`config.mk`:
```
export PLATFORM = sky130hd
export DESIGN_NAME = spi_ram_responder
export DESIGN_NICKNAME = d
export VERILOG_FILES = /design/src/rtl/spi_ram_responder.sv
export SDC_FILE = /design/constraint.sdc
export NUM_CORES = 2
export LEC_CHECK = 0
export CAP_MARGIN = 20
export CELL_PAD_IN_SITES_DETAIL_PLACEMENT = 0
export CELL_PAD_IN_SITES_GLOBAL_PLACEMENT = 2
export CORE_AREA = 2 2 407 509
export DETAILED_ROUTE_END_ITERATION = 12
export DIE_AREA = 0 0 409 511
export PLACE_DENSITY = 0.72
export SLEW_MARGIN = 10
export SYNTH_ARGS = -nofsm -noshare
export SYNTH_HDL_FRONTEND = slang
export SYNTH_SLANG_ARGS = --single-unit
```
`constraint.sdc`:
```
create_clock -name clk -period 4.55 [get_ports clk]
set_input_delay 0.455 -clock clk [delete_from_list [all_inputs] [get_ports clk]]
set_output_delay 0.455 -clock clk [all_outputs]
set_load 0.1 [all_outputs]
```
`src/rtl/spi_ram_responder.sv`:
```
// spi_ram_responder: SPI mode-0 serial RAM target. Decodes READ (0x03) and
// WRITE (0x02) with a multi-byte address and serves burst accesses from an
// internal byte array. All SPI pins are oversampled in the clk domain.
module spi_ram_responder #(
    parameter int DEPTH      = 256,
    parameter int ADDR_BYTES = 3
) (
    input  logic clk,
    input  logic rst_n,
    input  logic sclk,
    input  logic cs_n,
    input  logic mosi,
    output logic miso,
    output logic busy,
    output logic cmd_err
);
    localparam int AW  = $clog2(DEPTH);
    localparam int BCW = (ADDR_BYTES > 1) ? $clog2(ADDR_BYTES) : 1;
    localparam logic [BCW-1:0] LAST_ADDR_BYTE = BCW'(ADDR_BYTES - 1);
    localparam logic [7:0] CMD_READ  = 8'h03;
    localparam logic [7:0] CMD_WRITE = 8'h02;
    // Synchronizer reset values for {mosi, cs_n, sclk}: cs_n idles high so a
    // released reset does not look like a chip-select assertion.
    localparam logic [2:0] SYNC_RESET = 3'b010;

    typedef enum logic [2:0] {
        IDLE   = 3'd0,
        CMD    = 3'd1,
        ADDR   = 3'd2,
        WRITE  = 3'd3,
        READ   = 3'd4,
        IGNORE = 3'd5
    } state_t;

    logic [2:0]     pins;
    logic [2:0]     meta;
    logic [2:0]     sync;
    logic           sclk_prev;
    logic           sclk_sync;
    logic           cs_sync;
    logic           mosi_sync;
    logic           sclk_rise;
    logic           sclk_fall;

    state_t         state;
    logic [2:0]     bit_cnt;
    logic [BCW-1:0] byte_cnt;
    logic [7:0]     shift_in;
    logic [7:0]     rx_byte;
    logic [AW-1:0]  addr;
    logic [7:0]     tx;
    logic           is_read;
    logic           fetch_req;
    logic           fetch_load;
    logic           wr_en;
    logic [AW-1:0]  wr_addr;
    logic [7:0]     wr_data;
    logic [7:0]     rd_data;
    logic [7:0]     mem [DEPTH];

    assign pins      = {mosi, cs_n, sclk};
    assign sclk_sync = sync[0];
    assign cs_sync   = sync[1];
    assign mosi_sync = sync[2];
    assign sclk_rise = sclk_sync & ~sclk_prev;
    assign sclk_fall = ~sclk_sync & sclk_prev;
    // Byte completed by the bit arriving on this rise
    assign rx_byte   = {shift_in[6:0], mosi_sync};

    // Two-flop synchronizers for the SPI pins plus sclk history for edge detect
    always_ff @(posedge clk or negedge rst_n) begin
        if (!rst_n) begin
            meta      <= SYNC_RESET;
            sync      <= SYNC_RESET;
            sclk_prev <= 1'b0;
        end else begin
            meta      <= pins;
            sync      <= meta;
            sclk_prev <= sclk_sync;
        end
    end

    // Byte storage: registered read of the current address, committed writes
    always_ff @(posedge clk) begin
        if (wr_en) begin
            mem[wr_addr] <= wr_data;
        end
        rd_data <= mem[addr];
    end

    // Protocol FSM with registered outputs. A read fetch is a two-cycle
    // pipeline: fetch_req lets rd_data settle on the final address, then
    // fetch_load moves it into the tx shifter and advances the address.
    always_ff @(posedge clk or negedge rst_n) begin
        if (!rst_n) begin
            state      <= IDLE;
            bit_cnt    <= '0;
            byte_cnt   <= '0;
            shift_in   <= '0;
            addr       <= '0;
            tx         <= '0;
            is_read    <= 1'b0;
            fetch_req  <= 1'b0;
            fetch_load <= 1'b0;
            wr_en      <= 1'b0;
            wr_addr    <= '0;
            wr_data    <= '0;
            miso       <= 1'b0;
            busy       <= 1'b0;
            cmd_err    <= 1'b0;
        end else begin
            wr_en      <= 1'b0;
            fetch_req  <= 1'b0;
            fetch_load <= fetch_req;
            if (fetch_load) begin
                tx   <= rd_data;
                addr <= addr + 1'b1;
            end

            if (state != IDLE && cs_sync) begin
                // Deselect aborts everything; an unfinished write byte is dropped
                state      <= IDLE;
                busy       <= 1'b0;
                miso       <= 1'b0;
                bit_cnt    <= '0;
                byte_cnt   <= '0;
                fetch_load <= 1'b0;
            end else begin
                case (state)
                    IDLE: begin
                        miso <= 1'b0;
                        if (!cs_sync) begin
                            state    <= CMD;
                            busy     <= 1'b1;
                            bit_cnt  <= '0;
                            byte_cnt <= '0;
                        end
                    end

                    CMD: begin
                        if (sclk_rise) begin
                            shift_in <= rx_byte;
                            bit_cnt  <= bit_cnt + 1'b1;
                            if (bit_cnt == 3'd7) begin
                                if (rx_byte == CMD_READ) begin
                                    is_read <= 1'b1;
                                    cmd_err <= 1'b0;
                                    state   <= ADDR;
                                end else if (rx_byte == CMD_WRITE) begin
                                    is_read <= 1'b0;
                                    cmd_err <= 1'b0;
                                    state   <= ADDR;
                                end else begin
                                    cmd_err <= 1'b1;
                                    state   <= IGNORE;
                                end
                            end
                        end
                    end

                    ADDR: begin
                        // Shifting every address bit through an AW-bit register
                        // leaves exactly the low AW bits; upper bits fall off.
                        if (sclk_rise) begin
                            addr    <= {addr[AW-2:0], mosi_sync};
                            bit_cnt <= bit_cnt + 1'b1;
                            if (bit_cnt == 3'd7) begin
                                byte_cnt <= byte_cnt + 1'b1;
                                if (byte_cnt == LAST_ADDR_BYTE) begin
                                    byte_cnt <= '0;
                                    if (is_read) begin
                                        fetch_req <= 1'b1;
                                        state     <= READ;
                                    end else begin
                                        state <= WRITE;
                                    end
                                end
                            end
                        end
                    end

                    WRITE: begin
                        if (sclk_rise) begin
                            shift_in <= rx_byte;
                            bit_cnt  <= bit_cnt + 1'b1;
                            if (bit_cnt == 3'd7) begin
                                wr_en   <= 1'b1;
                                wr_addr <= addr;
                                wr_data <= rx_byte;
                                addr    <= addr + 1'b1;
                            end
                        end
                    end

                    READ: begin
                        // Address already points at the next byte after each load
                        if (sclk_fall) begin
                            miso    <= tx[7];
                            tx      <= {tx[6:0], 1'b0};
                            bit_cnt <= bit_cnt + 1'b1;
                            if (bit_cnt == 3'd7) begin
                                fetch_req <= 1'b1;
                            end
                        end
                    end

                    IGNORE: begin
                        miso <= 1'b0;
                    end

                    default: begin
                        state <= IDLE;
                        busy  <= 1'b0;
                        miso  <= 1'b0;
                    end
                endcase
            end
        end
    end
endmodule
```
# [After elaboration in Yosys (flattened, before gate mapping)]
# Memories as Yosys holds them, arrays and structs flattened. A register that Yosys moved wholly into a read port is not among the register bits.
# Cells that the tools add are included.
[totals] register_bits=61 ramBits=2048 wordCells=122 n_memories=1 output_inout_bits=3 input_bits=5
[memory_table] name="mem" words=256 word_bits=8 rd=1 rd_ports_with_merged_regs=1 write_ports=1 line="59" text="logic [7:0] mem [DEPTH];"
[op_classes] n_reduce_logical=19 add_sub_neg=3 n_bitwise=5 n_eq_ne=20 mux=56
[op_table] cell="$mux W8" count=9
[op_table] cell="$mux W3" count=14
[op_table] cell="$mux W1" count=21
[op_table] cell="$ne A3 B3 Y1 const B" count=7
[op_table] cell="$eq A8 B2 Y1 const B" count=2
[op_table] cell="$pmux W8 S2" count=1
[op_table] cell="$reduce_and A4 Y1" count=4
[op_table] cell="$pmux W3 S4" count=1
[op_table] cell="$mux W2" count=5
[op_table] cell="$eq A3 B3 Y1 const B" count=3
[op_table] cell="$pmux W3 S3" count=1
[op_table] cell="$add A8 B1 Y8 const B" count=1
[op_table] cell="$reduce_and A7 Y1" count=1
[op_table] cell="$eq A3 B2 Y1 const B" count=2
[op_table] cell="$ne A2 B1 Y1 const B" count=3
[op_table] cell="$pmux W1 S2" count=3
[op_table] cell="$reduce_bool A3 Y1" count=2
[op_table] cell="$reduce_or A3 Y1" count=2
[op_table] cell="$reduce_and A5 Y1" count=1
[op_table] cell="$reduce_or A5 Y1" count=1
[op_table] cell="$pmux W2 S2" count=1
[op_table] cell="$reduce_and A2 Y1" count=2
[op_table] cell="$reduce_bool A4 Y1" count=1
[op_table] cell="$add A3 B1 Y3 const B" count=1
[op_table] cell="other kinds (11)" count=14

# [Longest topological paths before layout]
[depth] depth_word=7 depth_mapped=13

# [Worst setup path after synthesis]
# No wires, ideal clock.
[synth_timing] path_kind="register -> register" startpoint="register wr_data[0]" endpoint="memory mem[0][0] (data pin)" period_less_slack_ps=3984 setup_ps=803 arrival_time_ps=3181 stages_incl_launch_ff=1 path_slack_ps=566 path_buffers=0 path_cell_list="dfrtp_1"
[synth_rtl] item="start: declaration" line="57" text="logic [7:0] wr_data;"
[synth_rtl] item="start signal: assignment" line="189" text="wr_data <= rx_byte;"
[synth_rtl] item="end: declaration" line="59"
# No word-level cell before the write port.

==> results_dict.tcl <==
set metrics [dict create \
    status "complete, no violations" \
    dieHeight_um 511 \
    clock_latency_ps 860 \
    fp-row-count 186 \
    dieArea_um2 209000 \
    area_growth_pct 12.44 \
    peakVddDrop_v 0.0003802 \
    htreeDepth 4 \
    antenna_found_initial 8 \
    clkSlewWorstSetupHoldPaths_ps 70 \
    worstSetupPathType "reg2reg" \
    final.min_clock_period_ps 4206 \
    core_um2 204600 \
    yosys_most_used_dff "edfxtp_1" \
    synth_top_family_by_area "multiplexers" \
    skew_ps 34.68 \
    start_kind "register" \
    worst-path-max-fanout 27 \
    finalSetupViolCount 0 \
    io_buffers 7 \
    synth_enable_flop_cells 2048 \
    worstPathRequired_ps 5250 \
    grtUsageTotal_pct 21.67 \
    layout_worst_path_cycle_share_pct 92.44 \
    synth-adder-area-share_pct 0.04506 \
    drcViolationCount 0 \
    syn-num-nets 4146 \
    powerDensity_nw_per_um2 410.8 \
    drive_above_1_share_pct 22.75 \
    p_leak_nw 27.05 \
    via_per_inst 5.820 \
    cts-root-buf "clkbuf_16" \
    power_frac_comb_pct 2.1 \
    hold_viol 0 \
    synthCells 4138 \
    ys_seq_area_share_pct 75.85 \
    start_util_pct 40.73 \
    wl_um 227400 \
    power_frac_clock_pct 42.7 \
    synth_xor_xnor_area_share_pct 0.1367 \
    clock-sinks 2117 \
    synth_compound_area_share_pct 3.513 \
    first_pass_iters 8 \
    synth_cell_types 74 \
    wl_per_cell_um 31.64 \
    synth-simple-area-share_pct 3.026 \
    relSlewSlack_pct 21.87 \
    timing.setup.tns_ps 0 \
    drtIter0Drc 4230 \
    place.gp.congestion 0.8346 \
    drv_cap 0 \
    endpoint_kind "register" \
    clock_path_buffers 3 \
    synth-seq-cells 2117 \
    cts_tree "done" \
    dr_total_vias 41827 \
    finalMaxSlewViolations 0 \
    die_w_um 409 \
    synth_top_cell_by_area "edfxtp_1" \
    nNetsFinal 4301 \
    power_w 0.03848 \
    ys_top_cells_by_area "edfxtp_1 (74%), mux4_2 (11%), mux2i_1 (3.2%), dfrtp_1 (1.8%), nor2_1 (1.5%)" \
    final_util_pct 45.79 \
    whs_ps 74.93 \
    cts_resized 0 \
    rsz0062_at_grt "false" \
    netlist_area_um2 83310 \
    clock.fmax_mhz 237.8 \
    p_sw_w 0.007868 \
    dp_hpwl_um 142500 \
    syn_area_per_cell_um2 20.13 \
    worstMarginPinSlew_ps 1169 \
    synth.area.mux_share_pct 15.40 \
    pwr-share-seq_pct 55.2 \
    grt_pass1_wl_um 323400 \
    min_path_type "in2reg" \
    postRouteAntennaNets 0 \
    grt_start_max_net_pins 141 \
    overflow 0 \
    grt_pass1_vias 42470 \
    switching_share_pct 20.44 \
    pin_count 8 \
    numCtsBuffers 194 \
    p_int_w 0.03062 \
    ys_warn_count 0 \
    async_reset_ff_share_pct 2.881 \
    synth_top_cell_area_share_pct 73.82 \
    worstPathArrival_ps 4900 \
]
## kinds of logic after synthesis
family                   Yosys count
flip-flops                      2117
multiplexers                     744
AND/OR/NAND/NOR                  582
AO/OA/AOI/OAI                    404
buffers and inverters            275
XOR/XNOR                          13
adder cells (fa/ha/maj)            3
## what timing repair did
| item | CTS | global route |
|---|---|---|
| endpoints found under the hold margin | 60 | 0 |
| setup buffers | 0 | 0 |
| hold buffers | 2 | 0 |
## through the flow
| stage | cell area (µm²) | setup slack, ps | cells |
|---|---|---|---|
| floorplan | 83310 | 566.4 | 4138 |
| global route | 93660 | 315.7 | 7185 |
| CTS | 93660 | 347.4 | 7184 |
| detailed placement | 87270 | 355.3 | 6821 |
| finish | 93670 | 344.1 | 7187 |
| global placement | 87260 | 271.0 | 6820 |
## per-layer routing
| metal | track usage [%] | vias to the layer above | part of all wire [%] |
|---|---|---|---|
| met4 | 8.472 | 10 | 3.9 |
| li1 | - | 17374 | - |
| met2 | 36.68 | 1459 | 51 |
| met5 | 0 | - | 0.028 |
| met3 | 3.125 | 368 | 5.8 |
| met1 | 28.23 | 22616 | 40 |
## layout make-up
type                       instances  area [µm²]
inverter                          12       52.55
timing repair buffer             222        2120
fill                           17067      110900
clock buffer                     226        5016
clock inverter                   135        1353
multi-input combinational       1746       18480
sequential                      2117       63230
tap                             2726        3411
antenna                            3       7.507
## cells in the mapped netlist (17+ instances only)
cell type	count
a211oi_1	29
a21oi_1	69
a221o_1	25
a221oi_1	42
a22oi_1	28
a31oi_1	19
buf_1	17
buf_2	43
buf_4	18
buf_6	43
clkbuf_1	124
dfrtp_1	59
edfxtp_1	2048
mux2_2	50
mux2i_1	269
mux4_2	425
nand2_1	106
nand3_1	36
nor2_1	324
nor2b_1	27
nor3_1	18
o21ai_0	51
o221ai_1	22
o22ai_1	29
o31ai_1	17
## cells in the final DEF (no fill, tap or decap), types with 8 or more instances in the layout
master | Yosys | final
edfxtp_1 | 2048 | 2048
nor3_1 | 18 | 18
nor2b_1 | 27 | 25
clkbuf_1 | 124 | 29
a221o_1 | 25 | 25
a221oi_1 | 42 | 42
clkinv_2 | 0 | 39
clkinv_1 | 2 | 50
clkbuf_16 | 0 | 195
o211ai_1 | 9 | 9
nand4_1 | 15 | 15
a21oi_1 | 69 | 69
o221ai_1 | 22 | 22
mux4_2 | 425 | 425
nand3_1 | 36 | 33
and2_1 | 10 | 9
dfrtp_4 | 0 | 12
a31oi_1 | 19 | 19
dfxtp_1 | 8 | 8
mux2_2 | 50 | 50
o22ai_1 | 29 | 29
mux2i_1 | 269 | 269
nand2_1 | 106 | 106
nand2b_1 | 8 | 8
o21ai_0 | 51 | 51
xnor2_1 | 12 | 12
a2111oi_0 | 9 | 9
dfrtp_1 | 59 | 46
buf_12 | 3 | 35
nor4_1 | 14 | 13
bufinv_16 | 0 | 21
nor2_1 | 324 | 321
a22oi_1 | 28 | 28
o31ai_1 | 17 | 17
inv_1 | 10 | 9
buf_4 | 18 | 177
a211oi_1 | 29 | 29
## critical path, cell delays in order (launching register included)
cell and delay (ps):
dfrtp_4 1010, buf_4 430, mux4_2 540, nor2_1 360, o21ai_0 350, a2111oi_0 490
buf_4 180, nor2_1 40, a21oi_1 500, a311oi_1 110
## registers in the layout, indices dropped and copies added (netlist names)
| register | cells |
|---|---|
| addr | 8 |
| bit_cnt | 3 |
| busy | 1 |
| byte_cnt | 2 |
| cmd_err | 1 |
| fetch_load | 1 |
| fetch_req | 1 |
| is_read | 1 |
| mem | 2048 |
| meta | 3 |
| miso | 1 |
| rd_data | 8 |
| sclk_prev | 1 |
| shift_in | 7 |
| state | 3 |
| sync | 3 |
| tx | 8 |
| wr_addr | 8 |
| wr_data | 8 |
| wr_en | 1 |
## power groups by stage
stage	combinational, W	clock (W)	sequential (W)
floorplan	0.000725	0	0.0216
global placement	0.000826	0	0.0217
detailed placement	0.000831	0	0.0217
CTS	0.000836	0.0167	0.0212
global route	0.000894	0.0174	0.0212
finish	0.000820	0.0164	0.0212
## path summary, 6_finish.rpt
path | slack [ps] | endpoint | depth (start not counted) | start
setup / recovery | 340 | rd_data[4] | 9 | addr[0]
hold / removal | 70 | meta[2] | 1 | mosi
setup reg to reg | 340 | rd_data[4] | 9 | addr[0]
hold reg to reg | 360 | sync[2] | 0 | meta[2]
max in group asynchronous | 3560 | addr[3] | 3 | rst_n
min in group asynchronous | 340 | meta[2] | 3 | rst_n
Power figures use the tool's default switching activity.
